`config.mk`:
```
export PLATFORM = sky130hd
export DESIGN_NAME = control_unit
export DESIGN_NICKNAME = d
export VERILOG_FILES = /design/src/rtl/cpu_ctrl_pkg.sv /design/src/rtl/ctrl_decode.sv /design/src/rtl/control_unit.sv
export SDC_FILE = /design/constraint.sdc
export NUM_CORES = 1
export LEC_CHECK = 0
export CAP_MARGIN = 10
export CORE_ASPECT_RATIO = 0.8
export CORE_MARGIN = 2
export CORE_UTILIZATION = 36
export CTS_CLUSTER_DIAMETER = 200
export DETAILED_ROUTE_END_ITERATION = 10
export PLACE_DENSITY = 0.8
export SETUP_SLACK_MARGIN = 0.2
export SYNTH_ARGS = -nofsm -noshare
export SYNTH_HDL_FRONTEND = slang
export SYNTH_SLANG_ARGS = --single-unit
export TNS_END_PERCENT = 5
```
`constraint.sdc`:
```
create_clock -name Clock -period 2.3 [get_ports Clock]
set_clock_uncertainty 0.1 [all_clocks]
set_input_delay 0.46 -clock Clock [delete_from_list [all_inputs] [get_ports Clock]]
set_output_delay 0.46 -clock Clock [all_outputs]
set_load 0.005 [all_outputs]
```
`src/rtl/cpu_ctrl_pkg.sv`:
```
// cpu_ctrl_pkg -- shared types and constants for the control unit.
//   state_t  : FSM state encoding (RST, T0..T7, PAUSE, HALT)
//   OP_*     : 5-bit opcode constants; opcode sits in the top OP_W bits of IR
//   strobe_t : one bit per datapath control strobe
//   is_legal / last_step / step_next : opcode and sequencing helpers
package cpu_ctrl_pkg;

  localparam int OP_W = 5;  // opcode = IR[IR_W-1 -: OP_W]

  typedef enum logic [3:0] {
    S_RST, S_T0, S_T1, S_T2, S_T3, S_T4, S_T5, S_T6, S_T7, S_PAUSE, S_HALT
  } state_t;

  localparam logic [OP_W-1:0] OP_LD   = 5'b00000;
  localparam logic [OP_W-1:0] OP_LDI  = 5'b00001;
  localparam logic [OP_W-1:0] OP_ST   = 5'b00010;
  localparam logic [OP_W-1:0] OP_ADD  = 5'b00011;
  localparam logic [OP_W-1:0] OP_SUB  = 5'b00100;
  localparam logic [OP_W-1:0] OP_AND  = 5'b00101;
  localparam logic [OP_W-1:0] OP_OR   = 5'b00110;
  localparam logic [OP_W-1:0] OP_ADDI = 5'b01100;
  localparam logic [OP_W-1:0] OP_BR   = 5'b10010;
  localparam logic [OP_W-1:0] OP_JR   = 5'b10011;
  localparam logic [OP_W-1:0] OP_JAL  = 5'b10100;
  localparam logic [OP_W-1:0] OP_NOP  = 5'b11010;
  localparam logic [OP_W-1:0] OP_HALT = 5'b11011;

  typedef struct packed {
    logic pc_out, pc_in, inc_pc;
    logic mar_in, mdr_in, mdr_out, read, write;
    logic ir_in, y_in, zlow_in, zlow_out, c_out, con_in;
    logic gra, grb, grc, r_in, r_out, ba_out, link_sel;
  } strobe_t;

  function automatic logic is_legal(input logic [OP_W-1:0] op);
    case (op)
      OP_LD, OP_LDI, OP_ST, OP_ADD, OP_SUB, OP_AND, OP_OR, OP_ADDI,
      OP_BR, OP_JR, OP_JAL, OP_NOP, OP_HALT: is_legal = 1'b1;
      default:                               is_legal = 1'b0;
    endcase
  endfunction

  // Final execute step for opcodes that go past T2.
  function automatic state_t last_step(input logic [OP_W-1:0] op);
    case (op)
      OP_ADD, OP_SUB, OP_AND, OP_OR, OP_ADDI, OP_LDI: last_step = S_T5;
      OP_LD, OP_ST:                                   last_step = S_T7;
      OP_BR:                                          last_step = S_T6;
      OP_JAL:                                         last_step = S_T4;
      default:                                        last_step = S_T3;  // jr
    endcase
  endfunction

  function automatic state_t step_next(input state_t s);
    case (s)
      S_T3:    step_next = S_T4;
      S_T4:    step_next = S_T5;
      S_T5:    step_next = S_T6;
      S_T6:    step_next = S_T7;
      default: step_next = S_T0;
    endcase
  endfunction

endpackage

```
`src/rtl/ctrl_decode.sv`:
```
// ctrl_decode -- combinational Moore decode of (state, opcode) to strobes.
//   state   : current FSM state
//   op      : opcode latched at T2 (used from T3 on)
//   con     : branch condition, gates the br T6 step only
//   strobes : datapath control strobes
//   run     : high in T0..T7
module ctrl_decode
  import cpu_ctrl_pkg::*;
(
  input  state_t            state,
  input  logic [OP_W-1:0]   op,
  input  logic              con,
  output strobe_t           strobes,
  output logic              run
);

  logic alu_op;
  assign alu_op = (op == OP_ADD) || (op == OP_SUB) || (op == OP_AND) || (op == OP_OR);

  always_comb begin
    strobes = '0;
    run     = 1'b0;
    case (state)
      S_T0: begin
        run = 1'b1;
        strobes.pc_out = 1'b1; strobes.mar_in = 1'b1;
        strobes.inc_pc = 1'b1; strobes.zlow_in = 1'b1;
      end
      S_T1: begin
        run = 1'b1;
        strobes.zlow_out = 1'b1; strobes.pc_in = 1'b1;
        strobes.read = 1'b1;     strobes.mdr_in = 1'b1;
      end
      S_T2: begin
        run = 1'b1;
        strobes.mdr_out = 1'b1; strobes.ir_in = 1'b1;
      end
      S_T3: begin
        run = 1'b1;
        if (alu_op || op == OP_ADDI) begin
          strobes.grb = 1'b1; strobes.r_out = 1'b1; strobes.y_in = 1'b1;
        end else if (op == OP_LDI || op == OP_LD || op == OP_ST) begin
          strobes.grb = 1'b1; strobes.ba_out = 1'b1; strobes.y_in = 1'b1;
        end else if (op == OP_BR) begin
          strobes.gra = 1'b1; strobes.r_out = 1'b1; strobes.con_in = 1'b1;
        end else if (op == OP_JAL) begin
          strobes.pc_out = 1'b1; strobes.link_sel = 1'b1; strobes.r_in = 1'b1;
        end else if (op == OP_JR) begin
          strobes.gra = 1'b1; strobes.r_out = 1'b1; strobes.pc_in = 1'b1;
        end
      end
      S_T4: begin
        run = 1'b1;
        if (alu_op) begin
          strobes.grc = 1'b1; strobes.r_out = 1'b1; strobes.zlow_in = 1'b1;
        end else if (op == OP_ADDI || op == OP_LDI || op == OP_LD || op == OP_ST) begin
          strobes.c_out = 1'b1; strobes.zlow_in = 1'b1;
        end else if (op == OP_BR) begin
          strobes.pc_out = 1'b1; strobes.y_in = 1'b1;
        end else if (op == OP_JAL) begin
          strobes.gra = 1'b1; strobes.r_out = 1'b1; strobes.pc_in = 1'b1;
        end
      end
      S_T5: begin
        run = 1'b1;
        if (alu_op || op == OP_ADDI || op == OP_LDI) begin
          strobes.zlow_out = 1'b1; strobes.gra = 1'b1; strobes.r_in = 1'b1;
        end else if (op == OP_LD || op == OP_ST) begin
          strobes.zlow_out = 1'b1; strobes.mar_in = 1'b1;
        end else if (op == OP_BR) begin
          strobes.c_out = 1'b1; strobes.zlow_in = 1'b1;
        end
      end
      S_T6: begin
        run = 1'b1;
        if (op == OP_LD) begin
          strobes.read = 1'b1; strobes.mdr_in = 1'b1;
        end else if (op == OP_ST) begin
          strobes.gra = 1'b1; strobes.r_out = 1'b1; strobes.mdr_in = 1'b1;
        end else if (op == OP_BR && con) begin
          strobes.zlow_out = 1'b1; strobes.pc_in = 1'b1;
        end
      end
      S_T7: begin
        run = 1'b1;
        if (op == OP_LD) begin
          strobes.mdr_out = 1'b1; strobes.gra = 1'b1; strobes.r_in = 1'b1;
        end else if (op == OP_ST) begin
          strobes.write = 1'b1;
        end
      end
      default: ;  // RST, PAUSE, HALT: all strobes low
    endcase
  end

endmodule

```
`src/rtl/control_unit.sv`:
```
// control_unit -- fetch/execute sequencer for the 3-bus datapath.
//   Clock, Clear (async active-low) ; IR (instruction), CON (branch flag),
//   Stop (pause request, honoured at instruction boundaries only)
//   Outputs: datapath strobes, Run (fetching/executing), Illegal (sticky).
// Build option: ILLEGAL_OP_TRAP_EN -- undefined opcodes trap to HALT and
// set Illegal; otherwise they run as nop and Illegal stays 0.
module control_unit
  import cpu_ctrl_pkg::*;
#(
  parameter int IR_W = 32
) (
  input  logic            Clock,
  input  logic            Clear,
  input  logic [IR_W-1:0] IR,
  input  logic            CON,
  input  logic            Stop,
  output logic PCout, PCin, IncPC,
  output logic MARin, MDRin, MDRout, Read, Write,
  output logic IRin, Yin, ZLowIn, ZLowout, Cout, CONin,
  output logic Gra, Grb, Grc, Rin, Rout, BAout, LinkSel,
  output logic Run,
  output logic Illegal
);

  state_t          state;
  logic [OP_W-1:0] op_q;     // opcode captured as IR loads at end of T2
  logic [OP_W-1:0] opcode;
  state_t          done_next;
  strobe_t         s;

  assign opcode    = IR[IR_W-1 -: OP_W];
  assign done_next = Stop ? S_PAUSE : S_T0;

  // Operand fields are consumed by the datapath, not here.
  logic unused_ir;
  assign unused_ir = ^IR[IR_W-OP_W-1:0];

  always_ff @(posedge Clock or negedge Clear) begin
    if (!Clear) begin
      state <= S_RST;
      op_q  <= '0;
    end else begin
      case (state)
        S_RST: state <= S_T0;
        S_T0:  state <= S_T1;
        S_T1:  state <= S_T2;
        S_T2: begin
          op_q <= opcode;
          if (opcode == OP_HALT)    state <= S_HALT;
          else if (!is_legal(opcode))
`ifdef ILLEGAL_OP_TRAP_EN
                                    state <= S_HALT;
`else
                                    state <= done_next;
`endif
          else if (opcode == OP_NOP) state <= done_next;
          else                       state <= S_T3;
        end
        S_T3, S_T4, S_T5, S_T6, S_T7:
          state <= (state == last_step(op_q)) ? done_next : step_next(state);
        S_PAUSE: if (!Stop) state <= S_T0;
        S_HALT:  state <= S_HALT;
        default: state <= S_RST;
      endcase
    end
  end

`ifdef ILLEGAL_OP_TRAP_EN
  logic illegal_q;
  always_ff @(posedge Clock or negedge Clear) begin
    if (!Clear)                                 illegal_q <= 1'b0;
    else if (state == S_T2 && !is_legal(opcode)) illegal_q <= 1'b1;
  end
  assign Illegal = illegal_q;
`else
  assign Illegal = 1'b0;
`endif

  ctrl_decode u_decode (
    .state   (state),
    .op      (op_q),
    .con     (CON),
    .strobes (s),
    .run     (Run)
  );

  assign PCout   = s.pc_out;   assign PCin    = s.pc_in;    assign IncPC  = s.inc_pc;
  assign MARin   = s.mar_in;   assign MDRin   = s.mdr_in;   assign MDRout = s.mdr_out;
  assign Read    = s.read;     assign Write   = s.write;    assign IRin   = s.ir_in;
  assign Yin     = s.y_in;     assign ZLowIn  = s.zlow_in;  assign ZLowout = s.zlow_out;
  assign Cout    = s.c_out;    assign CONin   = s.con_in;   assign Gra    = s.gra;
  assign Grb     = s.grb;      assign Grc     = s.grc;      assign Rin    = s.r_in;
  assign Rout    = s.r_out;    assign BAout   = s.ba_out;   assign LinkSel = s.link_sel;

endmodule

```
## Word-level counts from Yosys, hierarchy flattened

Memory sizes are Yosys's and may differ from the RTL's.
Index checks and enable logic that the tools add are counted.

| word-level totals | value |
|---|---|
| logic and storage cells | 118 |
| register bits | 9 |
| bits in latches | 0 |
| memory bits (read-only) | 160 |
| bits in writable memories | 0 |
| memories | 2 |
| input bits | 36 |

| cells by class | value |
|---|---|
| reductions and logical operators | 16 |
| $mul | 0 |
| mux-type cells | 74 |
| shift operators | 0 |
| add/subtract/negate cells | 0 |
| divide/modulo/power cells | 0 |
| bitwise operators | 0 |
| equality and inequality tests | 24 |
| magnitude comparators | 0 |

Memories:

| memory | words | bits a word | read ports | clocked after memory_dff | wr ports | line | RTL |
|---|---|---|---|---|---|---|---|
| (no name shown) | 32 | 4 | 1 | 0 | 0 | cpu_ctrl_pkg.sv:45 | `case (op)` |
| (no name shown) | 32 | 1 | 1 | 0 | 0 | cpu_ctrl_pkg.sv:36 | `case (op)` |

Operators by type and width:

| operator | count |
|---|---|
| $mux W1 | 42 |
| $mux W4 | 7 |
| $pmux W4 S7 | 1 |
| $eq A5 B5 Y1 const B | 5 |
| $mux W2 | 10 |
| $eq A4 B3 Y1 const B | 4 |
| $pmux W4 S4 | 1 |
| $eq A5 B3 Y1 const B | 3 |
| $pmux W1 S3 | 5 |
| $eq A4 B4 Y1 const B | 3 |
| $pmux W1 S2 | 6 |
| $logic_or A1 B1 Y1 | 11 |
| $eq A5 B2 Y1 const B | 2 |
| $eq A4 B2 Y1 const B | 2 |
| $reduce_or A8 Y1 | 1 |
| $eq A5 B1 Y1 const B | 1 |
| $eq A5 B4 Y1 const B | 1 |
| $logic_not A5 Y1 | 1 |
| $pmux W1 S5 | 1 |
| $reduce_or A5 Y1 | 1 |
| $eq A4 B1 Y1 const B | 1 |
| $eq A4 B4 Y1 | 1 |
| $logic_not A4 Y1 | 1 |
| $pmux W1 S4 | 1 |
| other kinds (2) | 2 |

## Depth between registers and ports, before layout

| logic depth | value |
|---|---|
| word-level depth | 8 |
| depth in mapped cells | 7 |

## Cells and area by module

From an unflattened synthesis, not the netlist that was laid out.

| unflattened totals | value |
|---|---|
| cells, all modules | 170 |
| area total of the unflattened synthesis | 1229.9 µm² |

Modules (own cells, without submodules):

| module | times used | area an instance (µm²) | sequential area each (µm²) | cells each |
|---|---|---|---|---|
| control_unit | 1 | 671.9 | 225.2 | 77 |
| ctrl_decode | 1 | 558.0 | 0.0 | 93 |

## Worst setup path before layout

Ideal clock, no wire load.

| path | value |
|---|---|
| path kind | flip-flop to output port |
| start point | reg op_q[3] |
| end point | out Yin |
| cell stages (with the launch flop) | 6 |
| arrival time | 1.639 ns |
| data required time | 1.740 ns |
| path slack | 0.101 ns |
| path buffers | 1 |
| cells stage by stage | dfrtp_1 > or3b_2 > or2_0 > buf_2 > or2_2 > o21ai_0 |

| between the ends | value |
|---|---|
| cells in the longest elaborated chain, start to end | 7 |

Ends and longest elaborated chain:

| item | line | RTL |
|---|---|---|
| start, declared | control_unit.sv:26 | `logic [OP_W-1:0] op_q;` |
| start signal, assigned | control_unit.sv:48 | `op_q <= opcode;` |
| $eq A5 B4 Y1, or another cell as far along | ctrl_decode.sv:40, ctrl_decode.sv:56 |  |
| $logic_or A1 B1 Y1, on equally long branches (3 in a row) | ctrl_decode.sv:56, ctrl_decode.sv:18 |  |
| $mux W1 / $logic_or A1 B1 Y1 (equally long branches) | ctrl_decode.sv:56, ctrl_decode.sv:40 |  |
| $mux W1, on equally long branches | ctrl_decode.sv:54, ctrl_decode.sv:40 |  |
| $pmux W1 S2 (*) | ctrl_decode.sv:23 | `case (state)` |
| end, declared | control_unit.sv:19 | `output logic IRin, Yin, ZLowIn, ZLowout, Cout, CONin,` |

Mark *: on every way between the ends. The rest lies on a longest branch, timed or not.

## Final worst setup path

| path | value |
|---|---|
| start point | reg state[2] |
| end point | out Gra |

| between the ends | value |
|---|---|
| cells in the longest elaborated chain, start to end | 2 |

Ends and longest elaborated chain:

| item | line | RTL |
|---|---|---|
| start, declared | control_unit.sv:25 | `state_t state;` |
| start signal, assigned | control_unit.sv:54 | `state <= done_next;` |
| start signal, assigned | control_unit.sv:56 | `else if (opcode == OP_NOP) state <= done_next;` |
| start signal, assigned | control_unit.sv:60 | `state <= (state == last_step(op_q)) ? done_next : step_next(state);` |
| $eq A4 B4 Y1 / $eq A4 B3 Y1 (equally long branches) | ctrl_decode.sv:23 |  |
| $pmux W1 S5 (*) | ctrl_decode.sv:23 |  |
| end, declared | control_unit.sv:20 | `output logic Gra, Grb, Grc, Rin, Rout, BAout, LinkSel,` |

Marks and branches as above.

==> key figures <==
Yosys
  • Post-synthesis cell count: around 170
  • Ys async rst share: 1.00
  • #FFs+latches synth: 9
  • Synth Net Count: 202
  • Cell Area, Synth: between 1000 and 1500 sq um
  • Post-synthesis sequential area ratio: 0.194
  • EDFF count, synth: 0
  • Main synth FF type: dfrtp_1
  • Ys Warns: 0
  • Syn Area/Cell: about 7.0 sq um
  • Yosys cell types: 50

Critical path
  • Slowest-stage cell, CP: dfrtp_1
  • Crit path capture type: primary output
  • Reg2reg setup slack: -30 ps
  • Worst Path Max Fanout: 2
  • Type of origin of the critical path: register
  • Worst Path Required: 1740 ps
  • R2r worst-path depth: 9
  • Worst EP arrival: ~2000 ps
  • Cells along the critical path: nand2b_4 -> or3_4 -> mux2_4 -> o32a_1 -> o211ai_1 -> buf_2
  • Critical Path Max Stage Delay: approximately 390 ps
  • Critical path class: register to primary output

Floorplan
  • Die Area: around 3700 sq um
  • Die X: just under 70 um
  • Starting density of the core: 0.376
  • # IOs: just under 60
  • Die Ht: around 55 um
  • Num rows: 18
  • Core area: ~3000 sq um

CTS
  • CTS sink count: 9
  • Clock slew at reported path FFs: 40 ps
  • H-tree Lvls: 1
  • Clk Latency, worst-skew pair: 230 ps
  • Max clock buf depth: 2
  • Cts hold-fix bufs: 0
  • Total CTS buffers: 3
  • CTS tree: built
  • Clock Tree Root: clkbuf_8

Global routing
  • Total GRT Usage: 0.234
  • Initial antenna violation count: 0
  • GR Util met1: 0.294
  • Vias in the first global route: between 1000 and 1500
  • GR Util met3: 0.0103
  • Met2 Use GR: 0.415
  • Gr busiest metal: met2
  • Largest net degree at the start of global routing: 15
  • First-pass GRT wire length: 6.40 mm
  • Total grt overflow: 0

STA
  • Highest clock rate: around 0.4 GHz
  • Worst setup margin: -210 ps
  • Unrepaired setup endpoints after global routing: true
  • Max-slew violation count: 0
  • Final setup fails: 16
  • Final hold vios: 0
  • Final Critical Period: approximately 2500 ps
  • Final hold slack: 425 ps
  • Fin crit share: 1.09

Finish
  • Finished Core Util: 0.663
  • Layout cells sized above 1: 0.488
  • Layout overhead on the synthesized area: 76.1%
  • Nets: between 200 and 300
  • N_diodes: 0

Run status
  • Failing checks: setup timing
  • Status: finished with violations

Detailed routing
  • Vias post-DR: 1518
  • DR DRC count: 0
  • DR WL/cell: ~14 um
  • Drt pass-1 iters: 4
  • Post-route ant nets: 0
  • Final wirelength: 4.01 mm
  • Vias per cell: roughly 5.3
  • First DRT Iteration DRCs: 110

Place
  • GPL Wtd Cong: 0.873
  • Dpl hpwl: approximately 2.9 mm
  • IO buf count: 30

Hold path
  • Worst Hold Class: primary input to asynchronous set/reset pin

Power
  • Worst VDD drop: about 690 uV
  • Overall power: 2.88 mW
  • Pleak: approximately 0.9 nW
  • PwrDens: around 1400 nW/um^2

Flow run
  • MaxCap Viol Count: 0
final timing paths:
kind                       startpoint       end
min in group Clock            op_q[2]   op_q[2]
hold / removal                  Clear  state[2]
setup reg to reg              op_q[3]  state[3]
setup / recovery             state[2]       Gra
max in group asynchronous       Clear   op_q[1]
hold reg to reg               op_q[2]   op_q[2]
cells by family (layout without fill, tap and decap cells):
| family | after synthesis | after routing | share of synthesized area |
|---|---|---|---|
| compound gates | 41 | 41 | 0.256 |
| xor+xnor | 3 | 3 | 0.0226 |
| fa+ha+maj | 2 | 2 | 0.0172 |
| buf+inv | 20 | 98 | 0.0959 |
| flops | 9 | 9 | 0.194 |
| mux | 4 | 4 | 0.0356 |
| other cells | 1 | 1 | 0.00323 |
| simple gates | 86 | 86 | 0.375 |
cells in the final DEF, fill, tap and decap left out, drive strengths merged, types with 2 or more instances in the layout:
cell type and instances:
nor4 2, nor2 17, or3b 2, o221ai 3
a31oi 3, mux2i 3, o31ai 2, o211ai 3
clkdlybuf4s15 4, or2 5, a21oi 6, inv 7
buf 69, o21ai 10, clkbuf 5, xnor2 2
nand3 7, o21bai 2, maj3 2, nand2b 7
clkdlybuf4s50 11, or3 8, o22a 3, dfrtp 9
nor3 8, nand2 23
timing repair:
action	CTS	global route
gates resized for setup	92	19
cloned	0	0
pin swaps	15	7
endpoints found under the setup margin	25	26
buffers inserted	9	2
cell type report:
cell class	count	area [sq um]
Fill cell	257	1040
Multi-Input combinational cell	137	993
Timing Repair Buffer	87	702
Sequential cell	9	228
Tap cell	40	50.0
Clock buffer	4	45.0
Inverter	7	26.3
worst max-delay path, delay by kind of cell, from the launching register on:
family | cells | cell delay [ps]
flops | 1 | 390
mux | 1 | 280
compound gates | 2 | 420
simple gates | 2 | 490
buf+inv | 1 | 150
Yosys cell counts (2+ instances only):
cell	number	share of area
mux2i_1	3	0.026
dfrtp_1	9	0.19
buf_4	3	0.019
o221ai_1	2	0.015
nand2b_1	7	0.038
xnor2_1	2	0.015
maj3_1	2	0.017
o21ai_0	10	0.043
o31ai_1	2	0.013
clkbuf_1	5	0.016
buf_6	3	0.029
o22a_1	2	0.015
buf_2	2	0.0086
o211ai_1	3	0.019
nor3_1	8	0.034
nor4_1	2	0.011
o21bai_1	2	0.013
nor2_1	17	0.055
a21oi_1	6	0.026
nand2_1	23	0.074
nand3_1	7	0.030
a31oi_1	3	0.016
or2_2	4	0.022
inv_1	7	0.023
or3_1	7	0.038
flip-flops by register name, summed over array words and instances (netlist names):
signal,cells
op_q,5
state,4
layer usage:
layer	part of all wire	vias up
met5	0	-
met2	0.49	54
li1	-	747
met3	0.058	9
met1	0.44	708
met4	0.017	0
power breakdown:
group	leakage [nW]	total, mW	switching (mW)	internal [mW]
sequential	0.110	0.332	0.0878	0.244
clock	0.0228	0.179	0.0587	0.120
combinational	0.778	2.37	1.11	1.26
stage by stage:
step | TNS [ps] | std cells | instance area, sq um | setup WS [ps]
final | -1510 | 284 | 2040 | -210
after floorplan | 0 | 166 | 1180 | 192
after global placement | -3340 | 269 | 1780 | -305
after CTS | -1870 | 282 | 1980 | -220
after global routing | -3040 | 284 | 2040 | -304
after detailed placement | -3830 | 269 | 1780 | -354
Note: power is estimated with default switching activity, not from simulation.
